**src/rtl/vote_capture_if.sv**
```systemverilog
// Judge-button / vote bundle between the voting front end and its environment.
// The master drives start and the raw buttons; the slave returns latched votes and status.
interface vote_capture_if;
    logic       start;
    logic       btn_a;
    logic       btn_b;
    logic       btn_c;
    logic       vote_a;
    logic       vote_b;
    logic       vote_c;
    logic [1:0] yes_count;
    logic       busy;
    logic       votes_valid;

    modport master (
        output start, btn_a, btn_b, btn_c,
        input  vote_a, vote_b, vote_c, yes_count, busy, votes_valid
    );

    modport slave (
        input  start, btn_a, btn_b, btn_c,
        output vote_a, vote_b, vote_c, yes_count, busy, votes_valid
    );
endinterface

```
**src/rtl/vote_capture.sv**
```systemverilog
// Three-judge vote capture: synchronise and debounce the buttons, collect sticky votes
// during a timed window, then present them stable with a one-cycle valid strobe.
module vote_capture #(
    parameter int unsigned DEB_CYCLES    = 4,
    parameter int unsigned WINDOW_CYCLES = 16
) (
    input  logic           clk,
    input  logic           rst_n,
    vote_capture_if.slave  vc_if
);

    localparam int unsigned NCH   = 3;
    localparam int unsigned DEB_W = (DEB_CYCLES > 1) ? $clog2(DEB_CYCLES) : 1;
    localparam int unsigned WIN_W = $clog2(WINDOW_CYCLES + 1);

    typedef enum logic [1:0] {
        S_IDLE = 2'd0,
        S_OPEN = 2'd1,
        S_DONE = 2'd2
    } state_t;

    state_t             r_state;
    state_t             w_state_nxt;

    logic [NCH-1:0]     w_btn;
    logic [NCH-1:0]     r_sync1;
    logic [NCH-1:0]     r_sync2;
    logic [NCH-1:0]     r_deb;
    logic [DEB_W-1:0]   r_deb_cnt [NCH];

    logic [WIN_W-1:0]   r_win_cnt;
    logic [WIN_W-1:0]   w_win_nxt;
    logic [NCH-1:0]     r_vote;
    logic [NCH-1:0]     w_vote_nxt;
    logic [1:0]         r_yes;
    logic [1:0]         w_yes_nxt;
    logic               r_busy;
    logic               w_busy_nxt;
    logic               r_valid;
    logic               w_valid_nxt;

    assign w_btn = {vc_if.btn_c, vc_if.btn_b, vc_if.btn_a};

    // Two-flop synchroniser for the asynchronous buttons.
    always_ff @(posedge clk or negedge rst_n) begin
        if (!rst_n) begin
            r_sync1 <= '0;
            r_sync2 <= '0;
        end else begin
            r_sync1 <= w_btn;
            r_sync2 <= r_sync1;
        end
    end

    // Debounce: flip once the synchronised level has disagreed for DEB_CYCLES cycles in a row.
    always_ff @(posedge clk or negedge rst_n) begin
        if (!rst_n) begin
            r_deb <= '0;
            for (int i = 0; i < int'(NCH); i++) begin
                r_deb_cnt[i] <= '0;
            end
        end else begin
            for (int i = 0; i < int'(NCH); i++) begin
                if (r_sync2[i] == r_deb[i]) begin
                    r_deb_cnt[i] <= '0;
                end else if (r_deb_cnt[i] == DEB_W'(DEB_CYCLES - 1)) begin
                    r_deb[i]     <= r_sync2[i];
                    r_deb_cnt[i] <= '0;
                end else begin
                    r_deb_cnt[i] <= r_deb_cnt[i] + DEB_W'(1);
                end
            end
        end
    end

    // FSM state register.
    always_ff @(posedge clk or negedge rst_n) begin
        if (!rst_n) begin
            r_state <= S_IDLE;
        end else begin
            r_state <= w_state_nxt;
        end
    end

    // Next-state: window closes on its last cycle or as soon as every judge has voted.
    always_comb begin
        w_state_nxt = r_state;
        case (r_state)
            S_IDLE: begin
                if (vc_if.start) begin
                    w_state_nxt = S_OPEN;
                end
            end
            S_OPEN: begin
                if ((r_win_cnt == WIN_W'(1)) || (&r_vote)) begin
                    w_state_nxt = S_DONE;
                end
            end
            S_DONE:  w_state_nxt = S_IDLE;
            default: w_state_nxt = S_IDLE;
        endcase
    end

    // Outputs and datapath next values; votes are level-sampled and sticky while open.
    always_comb begin
        w_vote_nxt  = r_vote;
        w_win_nxt   = r_win_cnt;
        w_busy_nxt  = (w_state_nxt == S_OPEN);
        w_valid_nxt = (w_state_nxt == S_DONE);
        case (r_state)
            S_IDLE: begin
                if (vc_if.start) begin
                    w_vote_nxt = '0;
                    w_win_nxt  = WIN_W'(WINDOW_CYCLES);
                end
            end
            S_OPEN: begin
                w_vote_nxt = r_vote | r_deb;
                w_win_nxt  = r_win_cnt - WIN_W'(1);
            end
            default: begin
            end
        endcase
        w_yes_nxt = 2'(w_vote_nxt[0]) + 2'(w_vote_nxt[1]) + 2'(w_vote_nxt[2]);
    end

    always_ff @(posedge clk or negedge rst_n) begin
        if (!rst_n) begin
            r_win_cnt <= '0;
            r_vote    <= '0;
            r_yes     <= '0;
            r_busy    <= 1'b0;
            r_valid   <= 1'b0;
        end else begin
            r_win_cnt <= w_win_nxt;
            r_vote    <= w_vote_nxt;
            r_yes     <= w_yes_nxt;
            r_busy    <= w_busy_nxt;
            r_valid   <= w_valid_nxt;
        end
    end

    assign vc_if.vote_a      = r_vote[0];
    assign vc_if.vote_b      = r_vote[1];
    assign vc_if.vote_c      = r_vote[2];
    assign vc_if.yes_count   = r_yes;
    assign vc_if.busy        = r_busy;
    assign vc_if.votes_valid = r_valid;

endmodule

```
**src/flat_wrapper.sv**
```systemverilog
// flat-port wrapper written by rule: the top's interface ports become plain ports
module vote_capture_flat 
#(
    parameter int unsigned DEB_CYCLES    = 4,
    parameter int unsigned WINDOW_CYCLES = 16
)
  (clk, rst_n, vc_if_start, vc_if_btn_a, vc_if_btn_b, vc_if_btn_c, vc_if_vote_a, vc_if_vote_b, vc_if_vote_c, vc_if_yes_count, vc_if_busy, vc_if_votes_valid);
  vote_capture_if vc_if_i ();
  input  logic clk;
  input  logic rst_n;
  input wire logic [$bits(vc_if_i.start)-1:0] vc_if_start;
  input wire logic [$bits(vc_if_i.btn_a)-1:0] vc_if_btn_a;
  input wire logic [$bits(vc_if_i.btn_b)-1:0] vc_if_btn_b;
  input wire logic [$bits(vc_if_i.btn_c)-1:0] vc_if_btn_c;
  output wire logic [$bits(vc_if_i.vote_a)-1:0] vc_if_vote_a;
  output wire logic [$bits(vc_if_i.vote_b)-1:0] vc_if_vote_b;
  output wire logic [$bits(vc_if_i.vote_c)-1:0] vc_if_vote_c;
  output wire logic [$bits(vc_if_i.yes_count)-1:0] vc_if_yes_count;
  output wire logic [$bits(vc_if_i.busy)-1:0] vc_if_busy;
  output wire logic [$bits(vc_if_i.votes_valid)-1:0] vc_if_votes_valid;
  assign vc_if_i.start = vc_if_start;
  assign vc_if_i.btn_a = vc_if_btn_a;
  assign vc_if_i.btn_b = vc_if_btn_b;
  assign vc_if_i.btn_c = vc_if_btn_c;
  assign vc_if_vote_a = vc_if_i.vote_a;
  assign vc_if_vote_b = vc_if_i.vote_b;
  assign vc_if_vote_c = vc_if_i.vote_c;
  assign vc_if_yes_count = vc_if_i.yes_count;
  assign vc_if_busy = vc_if_i.busy;
  assign vc_if_votes_valid = vc_if_i.votes_valid;
  vote_capture #(.DEB_CYCLES(DEB_CYCLES), .WINDOW_CYCLES(WINDOW_CYCLES)) u_core (.clk(clk), .rst_n(rst_n), .vc_if(vc_if_i));
endmodule
```
**config.mk**
```make
export PLATFORM = sky130hd
export DESIGN_NAME = vote_capture_flat
export DESIGN_NICKNAME = d
export VERILOG_FILES = /design/src/rtl/vote_capture_if.sv /design/src/rtl/vote_capture.sv /design/src/flat_wrapper.sv
export SDC_FILE = /design/constraint.sdc
export NUM_CORES = 1
export LEC_CHECK = 0
export CAP_MARGIN = 10
export CORE_ASPECT_RATIO = 1.1
export CORE_UTILIZATION = 25
export CTS_CLUSTER_DIAMETER = 120
export DETAILED_ROUTE_END_ITERATION = 8
export PLACE_DENSITY = 0.52
export SYNTH_ARGS = -nofsm -noshare
export SYNTH_HDL_FRONTEND = slang
export SYNTH_SLANG_ARGS = --single-unit
export TNS_END_PERCENT = 20
```
**constraint.sdc**
```tcl
create_clock -name clk -period 4.7 [get_ports clk]
set_clock_uncertainty 0.05 [all_clocks]
set_input_delay 0.47 -clock clk [delete_from_list [all_inputs] [get_ports clk]]
set_output_delay 0.47 -clock clk [all_outputs]
set_load 0.05 [all_outputs]
```
==> summary.txt, run 1 <==
Outcome
  • Status: finished, final reports clean

Die
  • I/O pin count: 13
  • Die width: 66.88 um
  • Die Height: about 73 um
  • Die area: around 0.0049 sq mm
  • Cell row count: 25
  • Core area: about 0.0044 sq mm
  • Initial core utilization: approximately a quarter

Clock tree
  • Post-CTS setup buffers: 0
  • Clock Latency Late Sink: between 0.2 and 0.3 ns
  • Maximum root-to-sink buffer count: 2
  • CTS Buf Count: 5
  • Cts repair resizes: 0
  • CTS Sinks: 29
  • CTS root buffer: clkbuf_8
  • H-tree lvl count: 2
  • CTS tree: yes
  • Cts hold-fix bufs: 0
  • Clock transition at path regs: 0.06 ns

Worst hold path
  • Min-delay src: u_core.r_sync1[2]$_DFF_PN0_
  • Worst Hold Path EP: u_core.r_sync2[2]$_DFF_PN0_
  • Worst hold stages: 0
  • Hold Path Class: flip-flop to flip-flop

Logic synthesis
  • Post-synthesis async set-or-reset flop share: between 90% and 100%
  • Post-synth top cells: 29 x dfrtp_1, 7 x inv_1, 6 x nand2_1
  • Netlist cell types: 25
  • Post-synthesis cell count: 90
  • Synth top area cells: dfrtp_1 63%, ha_1 5.4%, a22o_1 3.0%, mux2_2 2.9%, a21o_1 2.6%
  • Most used DFF post-synth: dfrtp_1
  • Syn avg cell area: ~13 sq um
  • Post-synthesis register bit count: 29
  • Post-synth top area cell: dfrtp_1
  • Post-Synthesis Cell Area: 0.001157 sq mm
  • Synthesized net count: around 100
  • Sequential share of the synthesized area: between 60% and 70%
  • Number of flops mapped to enable cells by yosys: 0
  • Post-synth top area share: between 60% and 70%
  • Ys Warns: 0
  • Cell with the most instances after synthesis: dfrtp_1

GRT
  • Grt ovf: 0
  • Vias in the first global route: between 700 and 800
  • Largest net degree at the start of global routing: 30
  • Total GRT Usage: a little under a tenth
  • First-pass GRT wire length: 3374 um
  • Initial antenna violation count: 0

Cells and area
  • Final net count: about 120
  • Multi-input gate area: approximately 400 sq um
  • Fin cells: 164
  • Area grow syn2layout: 26.60%
  • Register area: ~730 sq um
  • Fraction of layout cells with a size suffix above 1: roughly 10%
  • Final core occ: between 30% and 40%
  • # fillers: around 450
  • Inserted Diodes: 0

Setup path
  • Critical path buffers and inverters: 1
  • CP Cell Sequence: clkdlybuf4s50_1
  • Kind of critical path: flip-flop to output port
  • Slowest CP cell: clkdlybuf4s50_1
  • CP Data Arrival Time: 1.52 ns
  • CP Max Fanout: 5
  • Worst r2r src: u_core.r_state[1]$_DFF_PN0_
  • CP required: ~4.2 ns
  • Critical Path Start Type: flip-flop
  • R2R Path End: u_core.vc_if.yes_count[0]$_DFF_PN0_
  • Reg2Reg Depth: 5
  • CP max stage delay: 0.84 ns
  • Worst reg2reg setup slack: between 2 and 3 ns
  • Critical path endpoint category: output port
  • CP delay by family, top: buffers and inverters

Timing
  • Actual slew at the worst max-slew pin: roughly 0.53 ns
  • Fin. Hold Viols: 0
  • Max Clk Rate: between 0.4 and 0.5 GHz
  • Total negative setup slack: 0 ns
  • Final-report setup violation count: 0
  • Tmin final: 2.042 ns
  • Rel. slew slack: a little under two thirds
  • RSZ-0062 raised after global routing: no
  • Setup WS post-layout: roughly 2.7 ns
  • Tcrit/Tclk final: a little over two fifths
  • Slew Viols, Final: 0

Detailed routing
  • Initial DRC Count: 31
  • Routed Antenna Nets: 0
  • Vias/cell: between 4 and 5
  • Final wirelength: 1943 um
  • WL/cell: approximately 12 um
  • Residual DRC: 0
  • Routed via count: 744
  • Drt pass-1 iters: 3

Pwr
  • Maximum vdd drop: a little under 0.2 mV
  • Pwr dens: slightly below 800 mW/mm^2
  • Power Total: approximately 1.1 mW
  • Pleak: between 0.6 and 0.7 nW

Flow run
  • Max-capacitance violation count: 0

Placement
  • Routability cong.: 0.6816
  • Final HPWL DP: 1395 um
  • Placed Instances: 156
  • I/O Buffers: 12
  • Setup WS pre-CTS: 2.650 ns
## metrics by stage
step                      hold WS [ns]  cell area (sq um)
after floorplan                 0.1244               1157
after global placement          0.2824               1349
after detailed placement        0.2870               1349
after CTS                       0.3005               1465
after global routing            0.3090               1465
final                           0.2984               1465
## where the power goes
| part | internal (mW) | switching (mW) |
|---|---|---|
| Sequential | 0.348 | 0.0901 |
| Clock | 0.172 | 0.0866 |
| Combinational | 0.194 | 0.258 |
## layout make-up
type	instances	area share (%)
clock inverters	1	2.050
multi-input cells	53	27.41
clock buffers	7	5.892
flip-flops and latches	29	49.53
repair buffers	13	8.710
well taps	54	4.611
inverters	7	1.793
## cells by family after synthesis
kind of cell / Yosys count / share of synthesized area (%)
XOR/XNOR: 3 / 2.271
AND/OR/NAND/NOR: 22 / 9.622
AO/OA/AOI/OAI: 19 / 12.76
flip-flops: 29 / 62.70
multiplexers: 3 / 2.919
buffers and inverters: 8 / 2.595
adder cells (fa/ha/maj): 6 / 7.135
## state kept, by name, indices dropped and copies added (netlist names)
name / count
u_core.r_vote: 3
u_core.r_sync1: 3
u_core.r_deb_cnt: 6
u_core.r_state: 2
u_core.vc_if.busy: 1
u_core.vc_if.yes_count: 2
u_core.vc_if.votes_valid: 1
u_core.r_deb: 3
u_core.r_win_cnt: 5
u_core.r_sync2: 3
## per-layer routing
metal  global-route usage (%)  part of all wire, %  vias to the layer above
met4                    5.674                  1.9                        0
met2                    13.92                   48                       13
met5                        0                    0                        -
met3                    4.037                  5.0                        5
met1                    11.50                   45                      370
li1                         -                    -                      356
## placed cells by master (no fill, tap or decap), types with 4 or more instances in the layout
| cell | count |
|---|---|
| clkbuf_8 | 6 |
| inv_1 | 7 |
| ha_1 | 5 |
| nor2_1 | 4 |
| nand2_1 | 6 |
| clkdlybuf4s50_1 | 12 |
| nor3_1 | 4 |
| a22o_1 | 4 |
| dfrtp_1 | 29 |
| a21o_1 | 4 |
## worst max path at each step
stage / from / endpoint / cells after the start
after floorplan: u_core.r_vote[1]$_DFF_PN0_ / u_core.vc_if.yes_count[0]$_DFF_PN0_ / 4
after global placement: vc_if_start / u_core.vc_if.yes_count[0]$_DFF_PN0_ / 5
after detailed placement: vc_if_start / u_core.vc_if.yes_count[0]$_DFF_PN0_ / 5
after CTS: u_core.r_vote[2]$_DFF_PN0_ / vc_if_vote_c / 1
after global routing: u_core.r_vote[2]$_DFF_PN0_ / vc_if_vote_c / 1
final: u_core.r_vote[2]$_DFF_PN0_ / vc_if_vote_c / 1
Note: power is estimated with default switching activity, not from simulation.
==> run 2, diff against run 1 <==
--- a/config.mk
+++ b/config.mk
@@ -10,7 +10,7 @@
 export CORE_UTILIZATION = 25
 export CTS_CLUSTER_DIAMETER = 120
 export DETAILED_ROUTE_END_ITERATION = 8
-export PLACE_DENSITY = 0.52
+export PLACE_DENSITY = 0.53
 export SYNTH_ARGS = -nofsm -noshare
 export SYNTH_HDL_FRONTEND = slang
 export SYNTH_SLANG_ARGS = --single-unit
==> constraint.sdc (replaced) <==
create_clock -name clk -period 1.8 [get_ports clk]
set_clock_uncertainty 0.05 [all_clocks]
set_input_delay 0.18 -clock clk [delete_from_list [all_inputs] [get_ports clk]]
set_output_delay 0.18 -clock clk [all_outputs]
set_load 0.05 [all_outputs]
==> run 2 against run 1 <==
  * Final area decreased by 1.4%
  * Cell count increased by 0.61%
  * Worst setup slack got worse by 2.6 ns
  * Largest power group unchanged
  * Critical path depth unchanged
  * Hold slack got worse by 0.073 ns
==> summary.txt, run 2 (synthesized netlist as in run 1, its figures left out) <==
Die
  • Initial core utilization: 26.43% (unchanged)
  • Die area: 0.004906 sq mm (unchanged)
  • Cell row count: 25 (unchanged)
  • Core area: 0.004379 sq mm (unchanged)
  • Die width: 66.88 um (unchanged)
  • I/O pin count: 13 (unchanged)
  • Die Height: 73.36 um (unchanged)

Detailed routing
  • Routed Antenna Nets: 0 (unchanged)
  • Final wirelength: 1911 um (was 1943 um)
  • Residual DRC: 0 (unchanged)
  • Vias/cell: 4.564 (was 4.537)
  • Initial DRC Count: 51 (was 31)
  • Routed via count: 753 (was 744)
  • Drt pass-1 iters: 4 (was 3)
  • WL/cell: 11.58 um (was 11.85 um)

Setup path
  • CP delay by family, top: buffers and inverters (unchanged)
  • Worst reg2reg setup slack: 0.18 ns (was 2.98 ns)
  • CP max stage delay: 0.82 ns (was 0.84 ns)
  • Critical Path Start Type: flip-flop (unchanged)
  • CP Data Arrival Time: 1.51 ns (was 1.52 ns)
  • Kind of critical path: flip-flop to output port (unchanged)
  • R2R Path End: u_core.vc_if.yes_count[0]$_DFF_PN0_ (unchanged)
  • Critical path buffers and inverters: 1 (unchanged)
  • CP required: 1.57 ns (was 4.18 ns)
  • Worst r2r src: u_core.r_state[1]$_DFF_PN0_ (unchanged)
  • Slowest CP cell: clkdlybuf4s50_1 (unchanged)
  • Critical path endpoint category: output port (unchanged)
  • CP Cell Sequence: clkdlybuf4s50_1 (unchanged)
  • CP Max Fanout: 5 (unchanged)
  • Reg2Reg Depth: 5 (unchanged)

Cells and area
  • Final core occ: 33.00% (was 33.46%)
  • Area grow syn2layout: 24.87% (was 26.60%)
  • Register area: 725.7 sq um (unchanged)
  • Max reg flops: 6 (unchanged)
  • Multi-input gate area: 401.6 sq um (unchanged)
  • Inserted Diodes: 0 (unchanged)
  • Commonest non-fill, non-tap cells in the layout: 29 x dfrtp_1, 11 x clkdlybuf4s50_1, 7 x inv_1 (was 29 x dfrtp_1, 12 x clkdlybuf4s50_1, 7 x inv_1)
  • Final net count: 122 (was 121)
  • Largest regs: u_core.r_deb_cnt x6, u_core.r_win_cnt x5 (unchanged)
  • Biggest register: u_core.r_deb_cnt (unchanged)
  • Fraction of layout cells with a size suffix above 1: 11.71% (was 10.00%)
  • # fillers: 441 (was 451)
  • Most common cell after layout, fill and taps aside: dfrtp_1 (unchanged)

Clock tree
  • CTS tree: yes (unchanged)
  • Cts repair resizes: 0 (unchanged)
  • Clock transition at path regs: 0.07 ns (was 0.06 ns)
  • Clock Latency Late Sink: 0.28 ns (was 0.27 ns)
  • CTS Sinks: 29 (unchanged)
  • H-tree lvl count: 2 (unchanged)
  • Post-CTS setup buffers: 0 (unchanged)
  • CTS root buffer: clkbuf_8 (unchanged)
  • CTS Buf Count: 5 (unchanged)
  • Cts hold-fix bufs: 0 (unchanged)
  • Maximum root-to-sink buffer count: 2 (unchanged)

Timing
  • RSZ-0062 raised after global routing: no (unchanged)
  • Actual slew at the worst max-slew pin: 0.5543 ns (was 0.5350 ns)
  • Fin. Hold Viols: 0 (unchanged)
  • Tcrit/Tclk final: 96.87%
  • Slew Viols, Final: 0 (unchanged)
  • Tmin final: around 1.7 ns
  • Final-report setup violation count: 0 (unchanged)
  • Rel. slew slack: 62.53% (was 63.83%)
  • Max Clk Rate: about 0.57 GHz
  • Total negative setup slack: 0 ns (unchanged)

Placement
  • Final HPWL DP: 1379 um (was 1395 um)
  • Routability cong.: 0.7693 (was 0.6816)
  • I/O Buffers: 12 (unchanged)

GRT
  • First-pass GRT wire length: 3105 um (was 3374 um)
  • Vias in the first global route: 770 (was 762)
  • Grt ovf: 0 (unchanged)
  • Initial antenna violation count: 0 (unchanged)
  • Largest net degree at the start of global routing: 30 (unchanged)
  • Total GRT Usage: 8.902% (was 9.500%)

Pwr
  • Power Total: 2.843 mW (was 1.150 mW)
  • Pwr dens: 1967 mW/mm^2 (was 784.9 mW/mm^2)
  • Maximum vdd drop: 0.4533 mV (was 0.1944 mV)
  • Pleak: 0.6590 nW (was 0.6606 nW)

Outcome
  • Status: finished, final reports clean (unchanged)

Worst hold path
  • Hold Path Class: input pin to asynchronous set/reset pin (was flip-flop to flip-flop)

Flow run
  • Max-capacitance violation count: 0 (unchanged)
[run 2: changes by cell type in the layout (fill, tap and decap cells not counted)]
cell and delta:
clkbuf_1 -1, dlymetal6s2s_1 +1, buf_4 +1, clkbuf_8 -1
clkdlybuf4s50_1 -1, bufinv_16 -1, clkinv_2 +2, clkinvlp_4 +1
[run 2: cell type report]
class / count / share of cell area, %
clock inverter: 3 / 1.212
timing repair buffer: 14 / 9.524
inverter: 7 / 1.818
tap: 54 / 4.675
clock buffer: 5 / 4.762
multi-input combinational: 53 / 27.79
sequential: 29 / 50.22
[run 2: through the flow]
step / worst slack [ns] / cells / hold slack [ns] / instance area (sq um)
after detailed placement: 0.09189 / 157 / 0.2862 / 1356
after floorplan: 0.1667 / 90 / -0.1656 / 1157
after global placement: 0.1698 / 157 / 0.2828 / 1356
after CTS: 0.04433 / 165 / 0.2413 / 1443
after global routing: 0.008637 / 165 / 0.2629 / 1445
final: 0.05640 / 165 / 0.2255 / 1445
[run 2: how the worst max path moves through the flow]
stage | start | to | cells past startpoint
CTS | u_core.r_vote[0]$_DFF_PN0_ | vc_if_vote_a | 1
floorplan | u_core.r_vote[1]$_DFF_PN0_ | u_core.vc_if.yes_count[0]$_DFF_PN0_ | 4
global route | u_core.r_vote[0]$_DFF_PN0_ | vc_if_vote_a | 1
global placement | vc_if_start | u_core.vc_if.yes_count[0]$_DFF_PN0_ | 5
finish | u_core.r_vote[0]$_DFF_PN0_ | vc_if_vote_a | 1
detailed placement | vc_if_start | u_core.vc_if.yes_count[0]$_DFF_PN0_ | 5
[run 2: power by group]
group | internal, mW | switching [mW]
registers | 0.909 | 0.227
logic | 0.513 | 0.686
clock network | 0.266 | 0.243
total | 1.69 | 1.16
[run 2: routing by layer]
metal | up-vias | routed length (um) | global-route usage [%]
li1 | 359 | - | -
met1 | 373 | 826 | 8.818
met2 | 16 | 945 | 14.25
met3 | 5 | 91 | 3.727
met4 | 0 | 48 | 7.565
met5 | - | 0 | 0
==> run 3, diff against run 2 <==
--- a/config.mk
+++ b/config.mk
@@ -10,7 +10,8 @@
 export CORE_UTILIZATION = 25
 export CTS_CLUSTER_DIAMETER = 120
 export DETAILED_ROUTE_END_ITERATION = 8
-export PLACE_DENSITY = 0.53
+export GPL_TIMING_DRIVEN = 0
+export PLACE_DENSITY = 0.43
 export SYNTH_ARGS = -nofsm -noshare
 export SYNTH_HDL_FRONTEND = slang
 export SYNTH_SLANG_ARGS = --single-unit
==> run 3 against run 2 <==
  * Sequential share of layout area shrank 1.1 points
  * Largest cell class unchanged
  * Largest power group unchanged
  * Wire length rose by 7.5%
  * Clock power grew 6.3%
==> summary.txt, run 3 (synthesized netlist as in run 1, its figures left out) <==
Detailed routing
  • Vias/cell: 4.549 (was 4.564)
  • Drt pass-1 iters: 4 (unchanged)
  • Final wirelength: 2054 um (was 1911 um)
  • Initial DRC Count: 17 (was 51)
  • Routed via count: 746 (was 753)
  • WL/cell: 12.52 um (was 11.58 um)
  • Residual DRC: 0 (unchanged)
  • Routed Antenna Nets: 0 (unchanged)

Setup path
  • Slowest CP cell: clkdlybuf4s50_1 (unchanged)
  • CP delay by family, top: buffers and inverters (unchanged)
  • Critical path buffers and inverters: 1 (unchanged)
  • Kind of critical path: flip-flop to output port (unchanged)
  • Worst r2r src: u_core.r_state[1]$_DFF_PN0_ (unchanged)
  • Worst reg2reg setup slack: 0.15 ns (was 0.18 ns)
  • CP Cell Sequence: clkdlybuf4s50_1 (unchanged)
  • CP max stage delay: 0.83 ns (was 0.82 ns)
  • Critical path endpoint category: output port (unchanged)
  • CP required: 1.57 ns (about the same)
  • CP Data Arrival Time: 1.52 ns (was 1.51 ns)
  • Critical Path Start Type: flip-flop (unchanged)
  • CP Max Fanout: 5 (unchanged)
  • R2R Path End: u_core.vc_if.yes_count[0]$_DFF_PN0_ (unchanged)
  • Reg2Reg Depth: 5 (unchanged)

Placement
  • Routability cong.: 0.7089 (was 0.7693)
  • I/O Buffers: 12 (unchanged)
  • Placed Instances: 157 (unchanged)
  • Final HPWL DP: 1437 um (was 1379 um)
  • Setup WS pre-CTS: -0.002945 ns (was 0.09189 ns)

Cells and area
  • Register area: 725.7 sq um (unchanged)
  • Multi-input gate area: 414.1 sq um (was 401.6 sq um)
  • Most common cell after layout, fill and taps aside: dfrtp_1 (unchanged)
  • Commonest non-fill, non-tap cells in the layout: 29 x dfrtp_1, 10 x clkdlybuf4s50_1, 7 x inv_1 (was 29 x dfrtp_1, 11 x clkdlybuf4s50_1, 7 x inv_1)
  • Max reg flops: 6 (unchanged)
  • Area grow syn2layout: 27.68% (was 24.87%)
  • Final core occ: 33.74% (was 33.00%)
  • # fillers: 443 (was 441)
  • Final net count: 122 (unchanged)
  • Inserted Diodes: 0 (unchanged)
  • Fin cells: 164 (was 165)
  • Biggest register: u_core.r_deb_cnt (unchanged)
  • Fraction of layout cells with a size suffix above 1: 12.73% (was 11.71%)
  • Largest regs: u_core.r_deb_cnt x6, u_core.r_win_cnt x5 (unchanged)

Timing
  • Final-report setup violation count: 0 (unchanged)
  • Max Clk Rate: 0.5725 GHz (was 0.5735 GHz)
  • Fin. Hold Viols: 0 (unchanged)
  • Tmin final: 1.747 ns (was 1.744 ns)
  • Rel. slew slack: 49.10% (was 62.53%)
  • Tcrit/Tclk final: 97.05% (was 96.87%)
  • Setup WS post-layout: 0.05316 ns (was 0.05640 ns)
  • RSZ-0062 raised after global routing: no (unchanged)
  • Actual slew at the worst max-slew pin: 0.7611 ns (was 0.5543 ns)
  • Slew Viols, Final: 0 (unchanged)

Pwr
  • Maximum vdd drop: 0.5606 mV (was 0.4533 mV)
  • Pleak: 0.6753 nW (was 0.6590 nW)
  • Power Total: 2.919 mW (was 2.843 mW)
  • Pwr dens: 1976 mW/mm^2 (was 1967 mW/mm^2)

Worst hold path
  • Worst Hold Path EP: u_core.r_sync1[2]$_DFF_PN0_
  • Hold Path Class: input pin to flip-flop (was input pin to asynchronous set/reset pin)
  • Worst hold stages: 1
  • Min-delay src: vc_if_btn_c

Clock tree
  • Cts repair resizes: 0 (unchanged)
  • Clock transition at path regs: 0.07 ns (about the same)
  • CTS root buffer: clkbuf_8 (unchanged)
  • Maximum root-to-sink buffer count: 2 (unchanged)
  • CTS Sinks: 29 (unchanged)
  • CTS Buf Count: 5 (unchanged)
  • H-tree lvl count: 2 (unchanged)
  • Clock Latency Late Sink: 0.28 ns (about the same)
  • Cts hold-fix bufs: 0 (unchanged)
  • Post-CTS setup buffers: 0 (unchanged)
  • CTS tree: yes (unchanged)

Die
  • Core area: 0.004379 sq mm (unchanged)
  • Initial core utilization: 26.43% (unchanged)
  • Die area: 0.004906 sq mm (unchanged)
  • Cell row count: 25 (unchanged)
  • I/O pin count: 13 (unchanged)
  • Die Height: 73.36 um (unchanged)
  • Die width: 66.88 um (unchanged)

GRT
  • Initial antenna violation count: 0 (unchanged)
  • First-pass GRT wire length: 3519 um (was 3105 um)
  • Largest net degree at the start of global routing: 16 (was 30)
  • Vias in the first global route: 739 (was 770)
  • Total GRT Usage: 10.33% (was 8.902%)
  • Grt ovf: 0 (unchanged)

Flow run
  • Max-capacitance violation count: 0 (unchanged)

Outcome
  • Status: finished, final reports clean (unchanged)
-- run 3: cell count changes in the layout (fill, tap and decap cells not counted), sizes merged --
cell,change
clkdlybuf4s50,-1
clkinv,-2
dlymetal6s2s,+1
clkbuf,+3
clkinvlp,-1
buf,-1
-- run 3: layout make-up --
class | count | share of cell area, %
sequential | 29 | 49.11
multi-input combinational | 53 | 28.03
timing repair buffer | 13 | 10.33
clock buffer | 7 | 5.842
tap | 54 | 4.572
inverter | 7 | 1.778
buffer | 1 | 0.3387
-- run 3: stage by stage --
| step | hold WS [ns] | TNS, ns | cell area [sq um] |
|---|---|---|---|
| after floorplan | -0.1656 | 0 | 1157 |
| after global placement | 0.2840 | -0.06503 | 1345 |
| after detailed placement | 0.2881 | -0.002945 | 1373 |
| after CTS | 0.2821 | 0 | 1459 |
| after global routing | 0.2823 | 0 | 1478 |
| final | 0.2881 | 0 | 1478 |
-- run 3: layer usage --
metal	part of all wire [%]	GRT usage, %
met3	5.5	4.503
met1	49	13.20
met4	2.8	6.383
met5	0	0
met2	42	14.14
-- run 3: worst max-delay path by stage --
| stage | end | slack [ns] | depth (start not counted) | start |
|---|---|---|---|---|
| 2_1_floorplan | u_core.vc_if.yes_count[0]$_DFF_PN0_ | 0.17 | 4 | u_core.r_vote[1]$_DFF_PN0_ |
| 3_3_place_gp | u_core.r_win_cnt[1]$_DFFE_PN0P_ | -0.003 | 1 | rst_n |
| 3_5_place_dp | u_core.vc_if.yes_count[0]$_DFF_PN0_ | -0.003 | 5 | vc_if_start |
| 4_1_cts | vc_if_vote_c | 0.03 | 1 | u_core.r_vote[2]$_DFF_PN0_ |
| 5_1_grt | vc_if_vote_a | 0.005 | 1 | u_core.r_vote[0]$_DFF_PN0_ |
| 6_report | vc_if_vote_a | 0.05 | 1 | u_core.r_vote[0]$_DFF_PN0_ |
-- run 3: power breakdown --
| group | leakage (nW) | internal, mW | switching [mW] | total (mW) |
|---|---|---|---|---|
| Combinational | 0.280 | 0.532 | 0.728 | 1.26 |
| Sequential | 0.351 | 0.910 | 0.208 | 1.12 |
| Clock | 0.0443 | 0.303 | 0.238 | 0.541 |
| Total | 0.675 | 1.74 | 1.17 | 2.92 |
